## src/rtl/regfile_burst_ctrl.sv

```systemverilog
// Burst controller for an external register file.
// Accepts single-beat commands describing a write or read burst of up to 64 words,
// then streams write data into the register file one word per cycle, or fetches and
// presents read data one word every two cycles through a valid/ready output stream.
// Addresses advance modulo DEPTH, so bursts longer than the file revisit entries in order.
module regfile_burst_ctrl #(
    parameter int WIDTH = 32,
    parameter int DEPTH = 32
) (
    input  logic             clk,
    input  logic             rst,

    input  logic             cmd_valid,
    output logic             cmd_ready,
    input  logic             cmd_write,
    input  logic [5:0]       cmd_addr,
    input  logic [5:0]       cmd_len,

    input  logic             wdata_valid,
    output logic             wdata_ready,
    input  logic [WIDTH-1:0] wdata,

    output logic             rdata_valid,
    input  logic             rdata_ready,
    output logic [WIDTH-1:0] rdata,

    output logic             rf_we,
    output logic [5:0]       rf_select,
    output logic [WIDTH-1:0] rf_write_data,
    input  logic [WIDTH-1:0] rf_read_out,

    output logic             busy,
    output logic             err
);

    typedef enum logic [1:0] {
        IDLE   = 2'd0,
        WBURST = 2'd1,
        RFETCH = 2'd2,
        RHOLD  = 2'd3
    } state_t;

    // Depth widened to 7 bits so DEPTH = 64 compares correctly against 6-bit addresses.
    localparam logic [6:0] DEPTH_W = 7'(DEPTH);

    state_t           state;
    state_t           state_nxt;
    logic [5:0]       addr;
    logic [5:0]       addr_nxt;
    logic [5:0]       remaining;
    logic [5:0]       remaining_nxt;
    logic [5:0]       sel_hold;
    logic [WIDTH-1:0] rdata_nxt;
    logic             rdata_valid_nxt;
    logic             err_nxt;
    logic             cmd_bad;

    // Next entry index, wrapping from DEPTH-1 back to entry 0.
    function automatic logic [5:0] wrap_inc(input logic [5:0] a);
        logic [5:0] r;
        if ({1'b0, a} == DEPTH_W - 7'd1) begin
            r = 6'd0;
        end else begin
            r = a + 6'd1;
        end
        return r;
    endfunction

    // A start entry beyond the register file is rejected without any access.
    assign cmd_bad       = ({1'b0, cmd_addr} >= DEPTH_W);

    // Write data passes straight through; rf_we alone qualifies it.
    assign rf_write_data = wdata;

    assign busy          = (state != IDLE);

    // State, burst bookkeeping and read-data registers; rst aborts any burst at once.
    always_ff @(posedge clk or posedge rst) begin
        if (rst) begin
            state       <= IDLE;
            addr        <= 6'd0;
            remaining   <= 6'd0;
            rdata       <= '0;
            rdata_valid <= 1'b0;
            err         <= 1'b0;
            sel_hold    <= 6'd0;
        end else begin
            state       <= state_nxt;
            addr        <= addr_nxt;
            remaining   <= remaining_nxt;
            rdata       <= rdata_nxt;
            rdata_valid <= rdata_valid_nxt;
            err         <= err_nxt;
            sel_hold    <= rf_select;
        end
    end

    // Next-state logic and per-state outputs; rf_select falls back to its last driven value.
    always_comb begin
        state_nxt       = state;
        addr_nxt        = addr;
        remaining_nxt   = remaining;
        rdata_nxt       = rdata;
        rdata_valid_nxt = rdata_valid;
        err_nxt         = 1'b0;
        cmd_ready       = 1'b0;
        wdata_ready     = 1'b0;
        rf_we           = 1'b0;
        rf_select       = sel_hold;

        case (state)
            IDLE: begin
                cmd_ready = 1'b1;
                if (cmd_valid) begin
                    if (cmd_bad) begin
                        err_nxt = 1'b1;
                    end else begin
                        addr_nxt      = cmd_addr;
                        remaining_nxt = cmd_len;
                        state_nxt     = cmd_write ? WBURST : RFETCH;
                    end
                end
            end

            WBURST: begin
                wdata_ready = 1'b1;
                rf_we       = wdata_valid;
                rf_select   = addr;
                if (wdata_valid) begin
                    addr_nxt = wrap_inc(addr);
                    if (remaining == 6'd0) begin
                        state_nxt = IDLE;
                    end else begin
                        remaining_nxt = remaining - 6'd1;
                    end
                end
            end

            RFETCH: begin
                rf_select       = addr;
                rdata_nxt       = rf_read_out;
                rdata_valid_nxt = 1'b1;
                state_nxt       = RHOLD;
            end

            RHOLD: begin
                rf_select = addr;
                if (rdata_ready) begin
                    rdata_valid_nxt = 1'b0;
                    if (remaining == 6'd0) begin
                        state_nxt = IDLE;
                    end else begin
                        addr_nxt      = wrap_inc(addr);
                        remaining_nxt = remaining - 6'd1;
                        state_nxt     = RFETCH;
                    end
                end
            end

            default: begin
                state_nxt = IDLE;
            end
        endcase
    end

endmodule

```

## config.mk

```make
export PLATFORM = sky130hd
export DESIGN_NAME = regfile_burst_ctrl
export DESIGN_NICKNAME = d
export VERILOG_FILES = /design/src/rtl/regfile_burst_ctrl.sv
export SDC_FILE = /design/constraint.sdc
export NUM_CORES = 1
export LEC_CHECK = 0
export BUFFER_PORTS_ARGS = -buffer_cell sky130_fd_sc_hd__buf_2
export CORE_UTILIZATION = 39
export CTS_CLUSTER_SIZE = 30
export DETAILED_ROUTE_END_ITERATION = 12
export GPL_TIMING_DRIVEN = 1
export HOLD_SLACK_MARGIN = 0.1
export PLACE_DENSITY_LB_ADDON = 0.3
export SYNTH_ARGS = -nofsm -noshare
export SYNTH_HDL_FRONTEND = slang
export SYNTH_SLANG_ARGS = --single-unit
```

## constraint.sdc

```tcl
create_clock -name clk -period 1.9 [get_ports clk]
set_input_delay 0 -clock clk [delete_from_list [all_inputs] [get_ports clk]]
set_output_delay 0 -clock clk [all_outputs]
set_load 0.02 [all_outputs]
```

-- Yosys cells after proc, flatten, opt, wreduce, memory -nomap -nowiden
Cells that the tools add are included.
- register bits after elaboration: 54
- input port bits: 82
- output and inout port bits: 76
- word-level logic and storage cells: 60
- $add $sub $neg: 2
- magnitude comparators: 1
- equal/unequal tests: 10
- mux-type cells: 30
- reductions and logical operators: 10
- operators by type and width (cell ; number):
    two-way mux 6 bit ; 12
    one-hot mux 6 bit (3 select lines) ; 2
    two-way mux 2 bit ; 7
    != test 2 bit (second input constant) ; 6
    AND reduction 5 bit ; 2
    one-hot mux 2 bit (4 select lines) ; 1
    two-way mux 1 bit ; 7
    adder 6 x 1 -> 6 bit (second input constant) ; 1
    == test 6 x 5 -> 1 bit (second input constant) ; 1
    >= comparator 6 bit (second input constant) ; 1
    logical NOT 6 bit ; 1
    AND reduction 6 bit ; 1
    subtractor 6 x 1 -> 6 bit (second input constant) ; 1
    == test 2 bit (second input constant) ; 2
    nonzero test 2 bit ; 2
    nonzero test 3 bit ; 1
    OR reduction 3 bit ; 1
    == test 2 x 1 -> 1 bit (second input constant) ; 1
    logical NOT 2 bit ; 1
    one-hot mux 1 bit (2 select lines) ; 1
    AND reduction 2 bit ; 1

-- Longest topological paths before layout
Gate-level depths: netlist of run 1.
- depth in word-level cells: 5
- mapped depth: 7
- depth with buffers taken out: 6

-- Least setup slack after synthesis of run 1
Ideal clock, no wire load.
- kind: reg2reg
- from: reg remaining[3]
- to: reg addr[0]
- setup time: 125 ps
- arrival: 1618 ps
- data required time: 1775 ps
- slack: 157 ps
- cell stages (with the launch flop): 6
- path buffers: 1
- clock period less this slack: 1743 ps
- path through: dfrtp_1 > or3_1 > o2111ai_2 > and2_1 > buf_6 > mux2_4
- longest elaborated chain between the ends: 3
- ends and longest elaborated chain (what ; RTL line ; RTL):
    from (decl) ; 50 ; logic [5:0] remaining;
    from (signal assigned) ; 90 ; remaining <= remaining_nxt;
    logical NOT 6 bit ; 150 ; if (remaining == 6'd0) begin
    != test 2 bit (no source line) ; - ;
    AND reduction 6 bit (no source line) ; - ;
    to (signal assigned) ; 89 ; addr <= addr_nxt;
    to (decl) ; 48 ; logic [5:0] addr;
No other way between the ends.
A chain may end at the register's enable or synchronous reset.

-- Final worst setup path of run 1
- from: reg state[1]
- to: reg remaining[1]
- longest elaborated chain between the ends: 3
- elaborated cells on any way between the ends: 10
- those cells by class: eq/ne: 6; mux: 1; reduce/logical: 3
- ends and longest elaborated chain (what ; RTL line ; RTL):
    from (decl) ; 46 ; state_t state;
    from (signal assigned) ; 88 ; state <= state_nxt;
    == test 2 x 1 -> 1 bit (tied with other cells) ; 111 ; case (state)
    != test 2 bit (no source line) or nonzero test 3 bit (tied branches) ; - ;
    AND reduction 5 bit (no source line) ; - ;
Parallel ways exist; a longest one is shown, timed or not.

==> results of run 1 <==
[cells in the mapped netlist, types with 2 or more instances]
cell type	number	area share
clkbuf_1	4	0.0057
ha_1	3	0.014
nor3_1	2	0.0038
nor2_1	9	0.013
dfrtp_1	54	0.51
mux2i_1	4	0.015
nand4_1	2	0.0047
and2_1	2	0.0047
buf_4	33	0.093
buf_2	4	0.0076
o21ai_0	4	0.0076
mux2_2	37	0.16
a31oi_1	7	0.017
a21oi_1	4	0.0076
o22ai_1	2	0.0047
buf_6	2	0.0085
a2bb2oi_1	2	0.0066
a211oi_1	2	0.0057
nand3_1	5	0.0094
inv_1	8	0.011
o32ai_1	3	0.0099
nand2_1	8	0.011
o21a_1	4	0.011
[registers in the layout, summed over array words and instances, names as in the netlist]
signal       count
rdata           32
remaining        6
state            2
rdata_valid      1
addr             6
sel_hold         6
err              1
[repair_timing]
item | CTS | global route
hold buffers | 82 | 0
endpoints found under the setup margin | 0 | 0
hold endpoints to repair | 104 | 0
[critical path: cells and delay by family, from the launching register on]
family                 cells  cell delay [ns]
AND/OR/NAND/NOR            1             0.58
flip-flops                 1             0.51
multiplexers               1             0.25
buffers and inverters      1             0.18
AO/OA/AOI/OAI              1             0.14
[worst max-delay path by stage]
stage          slack (ns)            to    startpoint  cells after the start
2_1_floorplan        0.16       addr[0]  remaining[3]                      5
6_report             0.16  remaining[1]      state[1]                      4
3_3_place_gp         0.24  remaining[0]      state[1]                      4
5_1_grt              0.07  rf_select[3]      state[1]                      4
3_5_place_dp         0.18  remaining[1]      state[1]                      4
4_1_cts              0.14  remaining[1]      state[1]                      4
[kinds of logic (layout without fill, tap and decap cells)]
| group | after synthesis | after routing | share of synthesized area |
|---|---|---|---|
| flops | 54 | 54 | 0.510 |
| buf+inv | 51 | 202 | 0.126 |
| mux | 42 | 42 | 0.178 |
| compound gates | 37 | 37 | 0.101 |
| simple gates | 36 | 36 | 0.0703 |
| fa+ha+maj | 3 | 3 | 0.0142 |
[cell type report]
type	instances	area, µm²	share of cell area
multi-input combinational	118	972	0.248
tap	77	96.3	0.0246
sequential	54	1350	0.345
clock buffer	6	72.6	0.0185
inverter	8	30.0	0.00766
timing repair buffer	186	1380	0.352
clock inverter	2	16.3	0.00415
[metrics by stage]
| step | setup slack, ns | utilization | area [µm²] |
|---|---|---|---|
| floorplan | 0.157 | - | 2650 |
| global placement | 0.235 | 0.466 | 3010 |
| detailed placement | 0.180 | 0.466 | 3010 |
| CTS | 0.139 | 0.607 | 3920 |
| global route | 0.0698 | 0.607 | 3920 |
| finish | 0.158 | 0.607 | 3920 |
[placed cells by master (no fill, tap or decap), types with 4 or more instances in the layout]
| cell | count |
|---|---|
| o21a_1 | 4 |
| dfrtp_1 | 54 |
| buf_4 | 10 |
| a31oi_1 | 7 |
| buf_2 | 93 |
| dlygate4sd3_1 | 82 |
| nor2_1 | 9 |
| nand3_1 | 5 |
| a21oi_1 | 4 |
| nand2_1 | 8 |
| mux2_2 | 37 |
| o21ai_0 | 4 |
| mux2i_1 | 4 |
| clkbuf_8 | 5 |
| inv_1 | 7 |
[routing by layer]
metal  wire length (µm)  global-route usage  part of all wire  up-vias
met5                  0                   0                 0        -
met4                 73              0.0524             0.011        0
met3                463              0.0383             0.071        9
met2               3320               0.335              0.51      107
met1               2620               0.214              0.40     1051
li1                   -                   -                 -     1060
[power breakdown]
group          switching (W)  total (W)  internal, W
Clock               0.000379   0.000645     0.000266
Combinational        0.00160    0.00298      0.00138
Sequential          0.000365    0.00208      0.00172
==> qor.txt, run 1 <==
WHS: 0.300 ns
post-synthesis instance area: 0.00265 mm²
CP arrival: 1.96 ns
Pleak: 1.84 nW
Die ar.: 0.00713 mm²
slew of the pin with the lowest slew margin: 0.559 ns
Max Root-Sink Buffers: 2
Worst Hold Class: input pin to asynchronous set/reset pin
Critical Path RT: 2.12 ns
Slew HR: 0.627
Final TNS setup: 0 ns
Tmin final: 1.74 ns
Reg clk slew, reported paths: 0.10 ns
antenna violations before repair: 0
CP peak stage delay: 0.58 ns
drt drc: 15
Critical Path Fanout Max: 11
PostCTS Resize Cnt: 0
Inserted Clock Buffers: 5
R2R Path Start: state[1]
syn avg cell area: 11.9 µm²
drt pass-1 iters: 9
CTS tree: done
# diodes: 0
vias in the first global route: 2233
Post-Layout Cell Count: 451
post-route ant nets: 0
total clock sinks: 54
final hold violations: 0
post-synthesis sequential area ratio: 0.510
failing checks: design-rule violations
fill count: 531
Mapped Cells: 223
Worst Skew: 0.00905 ns
clk_lat worst skew: 0.30 ns
dpl cells: 361
unrepaired setup endpoints after global routing: no
HPWL Detailed: 3950 µm
Die Ht: 84.5 µm
global-route wire length before repair: 10400 µm
vias per cell: 4.94
Critical R2R Capture: remaining[1]
WS Path Type: register to register
Slew Viols, Final: 0
I/O Buffers: 93
Final setup viols: 0
Root Buffer: clkbuf_8
H-tree Lvls: 2
fin crit share: 0.917
largest net degree at the start of global routing: 30
critical path cell sequence: or4b_1, buf_4, o21ai_2, mux2i_1
drt wl/cell: 14.4 µm
outcome: finished, violations left
Critical Path End Type: register
I/O pins: 158
nets: 458
Distinct cells, synth: 41
Area Growth Syn to Fin: 47.9%
Post-CTS Setup Bufs: 0
share of post-route cells with drive strength above 1: 0.412
All-Layer GR Usage: 0.182
worst vdd rail ir drop: 0.877 mV
routed wire length: 6480 µm
total grt overflow: 0
total power of the final layout: 0.00571 W
row cnt: 29
Max Freq: 0.574 GHz
Core ar.: 0.00646 mm²
slowest cell on the critical path: or4b_1
gp weighted congestion: 0.788
Die W: 84.5 µm
FF+latch count, synth: 54
max-cap violations: 0
Primary FF master, synth: dfrtp_1
number of synthesized flops with an enable pin: 0
reg2reg path depth: 4
Starting Density: 0.410
Synth Net Count: 308
Yosys Warn Count: 0
P per Cell Area: 1460 mW/mm²
R2R Setup Slk: 0.16 ns
Critical Path Start Type: register
async set or reset register ratio after synthesis: 1.00
Vias: 2227
initial detailed-routing violation count: 71
(Power assumes the default switching activity.)
==> inputs of run 2 (changes only) <==
--- a/config.mk
+++ b/config.mk
@@ -12,6 +12,7 @@
 export GPL_TIMING_DRIVEN = 1
 export HOLD_SLACK_MARGIN = 0.1
 export PLACE_DENSITY_LB_ADDON = 0.3
+export SETUP_SLACK_MARGIN = 0.2
 export SYNTH_ARGS = -nofsm -noshare
 export SYNTH_HDL_FRONTEND = slang
 export SYNTH_SLANG_ARGS = --single-unit
==> run 2 against run 1 <==
Compared with the run above:
- the flow still finishes with violations (design-rule violations)
- critical endpoint is now addr[0]
- largest cell class unchanged
- die area stayed put
- clock skew decreased by 0.00077 ns
- fmax is 6.5% higher
- critical path depth did not move
- clock power increased by 22%
- highest routed layer unchanged
- routed wire length rose by 0.12%
- combinational power rose by 4%
- critical path type unchanged
- first-iteration DRC count grew 38%
==> qor.txt, run 2 (synthesis results as in run 1) <==
outcome: finished, violations left
failing checks: design-rule violations
CP arrival: 1.84 ns
share of post-route cells with drive strength above 1: 0.434
global-route wire length before repair: 10500 µm
Post-Layout Cell Count: 457
Critical Path Fanout Max: 4
dpl ws: 0.191 ns
Reg clk slew, reported paths: 0.10 ns
Die ar.: 0.00713 mm²
largest net degree at the start of global routing: 33
slew of the pin with the lowest slew margin: 0.538 ns
CP bufs+invs: 0
I/O pins: 158
dpl cells: 361
Worst Skew: 0.00828 ns
Final TNS setup: 0 ns
Inserted Clock Buffers: 5
total grt overflow: 0
R2R Setup Slk: 0.26 ns
total clock sinks: 54
unrepaired setup endpoints after global routing: no
post-route ant nets: 0
R2R Path Start: remaining[3]
HPWL Detailed: 3850 µm
Worst Hold Class: input pin to asynchronous set/reset pin
Root Buffer: clkbuf_8
Critical Path Start Type: register
H-tree Lvls: 2
Starting Density: 0.410
Reg power frac: 0.349
Final setup viols: 0
Tmin final: 1.64 ns
WS Path Type: register to register
Max Freq: 0.611 GHz
Met2 Wirelength: 3320 µm
initial detailed-routing violation count: 98
drt wl/cell: 14.2 µm
Slew Viols, Final: 0
Die W: 84.5 µm
nets: 465
All-Layer GR Usage: 0.183
WHS: 0.280 ns
vias per cell: 4.92
final hold violations: 0
max FFs per register: 32
most common cell after layout, fill and taps aside: buf_2
max layer used: met4
slowest cell on the critical path: dfrtp_1
Net Sw Power: 0.00235 W
drt pass-1 iters: 8
I/O Buffers: 93
Pleak: 1.88 nW
Int Power: 0.00360 W
antenna violations before repair: 0
vias in the first global route: 2192
Slew HR: 0.641
Vias: 2248
Comb pwr share: 0.519
routed wire length: 6480 µm
Die Ht: 84.5 µm
clock share of power: 0.133
max-cap violations: 0
Critical Path RT: 2.10 ns
Final WS setup: 0.263 ns
Sw Share: 0.395
Largest Register: rdata
most frequent cells in the layout: buf_2, dlygate4sd3_1, dfrtp_1
drt drc: 13
reg2reg path depth: 4
CP top delay family: simple AND/OR/NAND/NOR gates
Critical R2R Capture: addr[0]
Max Root-Sink Buffers: 2
total power of the final layout: 0.00595 W
CTS tree: done
Area Growth Syn to Fin: 51.3%
critical path cell sequence: or3_1, o2111ai_2, and2_1, mux2_4
P per Cell Area: 1480 mW/mm²
clk_lat worst skew: 0.31 ns
M1 WL: 2720 µm
wire length on met3: 395 µm
CP peak stage delay: 0.42 ns
worst vdd rail ir drop: 0.717 mV
row cnt: 29
fin crit share: 0.861
gp weighted congestion: 0.855
Critical Path End Type: register
Core ar.: 0.00646 mm²
# diodes: 0
[run 2: what timing repair did]
action,in CTS,in global routing
setup buffers,0,7
hold buffers,82,0
resized for setup,1,6
hold endpoints to repair,101,0
setup endpoints to repair,6,13
[run 2: layout make-up]
| type | instances | area (µm²) |
|---|---|---|
| Tap cell | 77 | 96.3 |
| Sequential cell | 54 | 1350 |
| Clock inverter | 1 | 30.0 |
| Inverter | 8 | 30.0 |
| Timing Repair Buffer | 193 | 1440 |
| Multi-Input combinational cell | 118 | 980 |
| Fill cell | 541 | 2450 |
| Clock buffer | 6 | 82.6 |
[run 2: per-layer routing]
layer	vias up	track usage
li1	1070	-
met1	1077	0.221
met2	96	0.338
met3	5	0.0383
met4	0	0.0324
met5	-	0
[run 2: per-stage QoR]
stage	util	instance area [µm²]
floorplan	-	2650
global placement	0.465	3010
detailed placement	0.465	3010
CTS	0.610	3940
global route	0.621	4010
finish	0.621	4010
[run 2: worst max-delay path by stage]
stage                      start            to  slack [ns]  depth (start not counted)
CTS                     state[1]  rf_select[2]        0.20                          4
finish              remaining[3]       addr[0]        0.26                          4
global placement        state[1]  remaining[1]        0.25                          4
floorplan           remaining[3]       addr[0]        0.18                          5
global route            state[1]  remaining[4]        0.19                          5
detailed placement      state[1]  remaining[0]        0.19                          4
[run 2: power groups by stage]
stage          combinational (W)  sequential [W]  clock (W)
6_report                 0.00309         0.00208   0.000789
4_1_cts                  0.00296         0.00208   0.000812
3_5_place_dp             0.00278         0.00210          0
5_1_grt                  0.00333         0.00216   0.000853
2_1_floorplan            0.00166         0.00248          0
3_3_place_gp             0.00275         0.00207          0
[run 2: tightest hold or removal path, delay by kind of cell]
family	cells	cell delay, ns
buffers and inverters	3	1.05
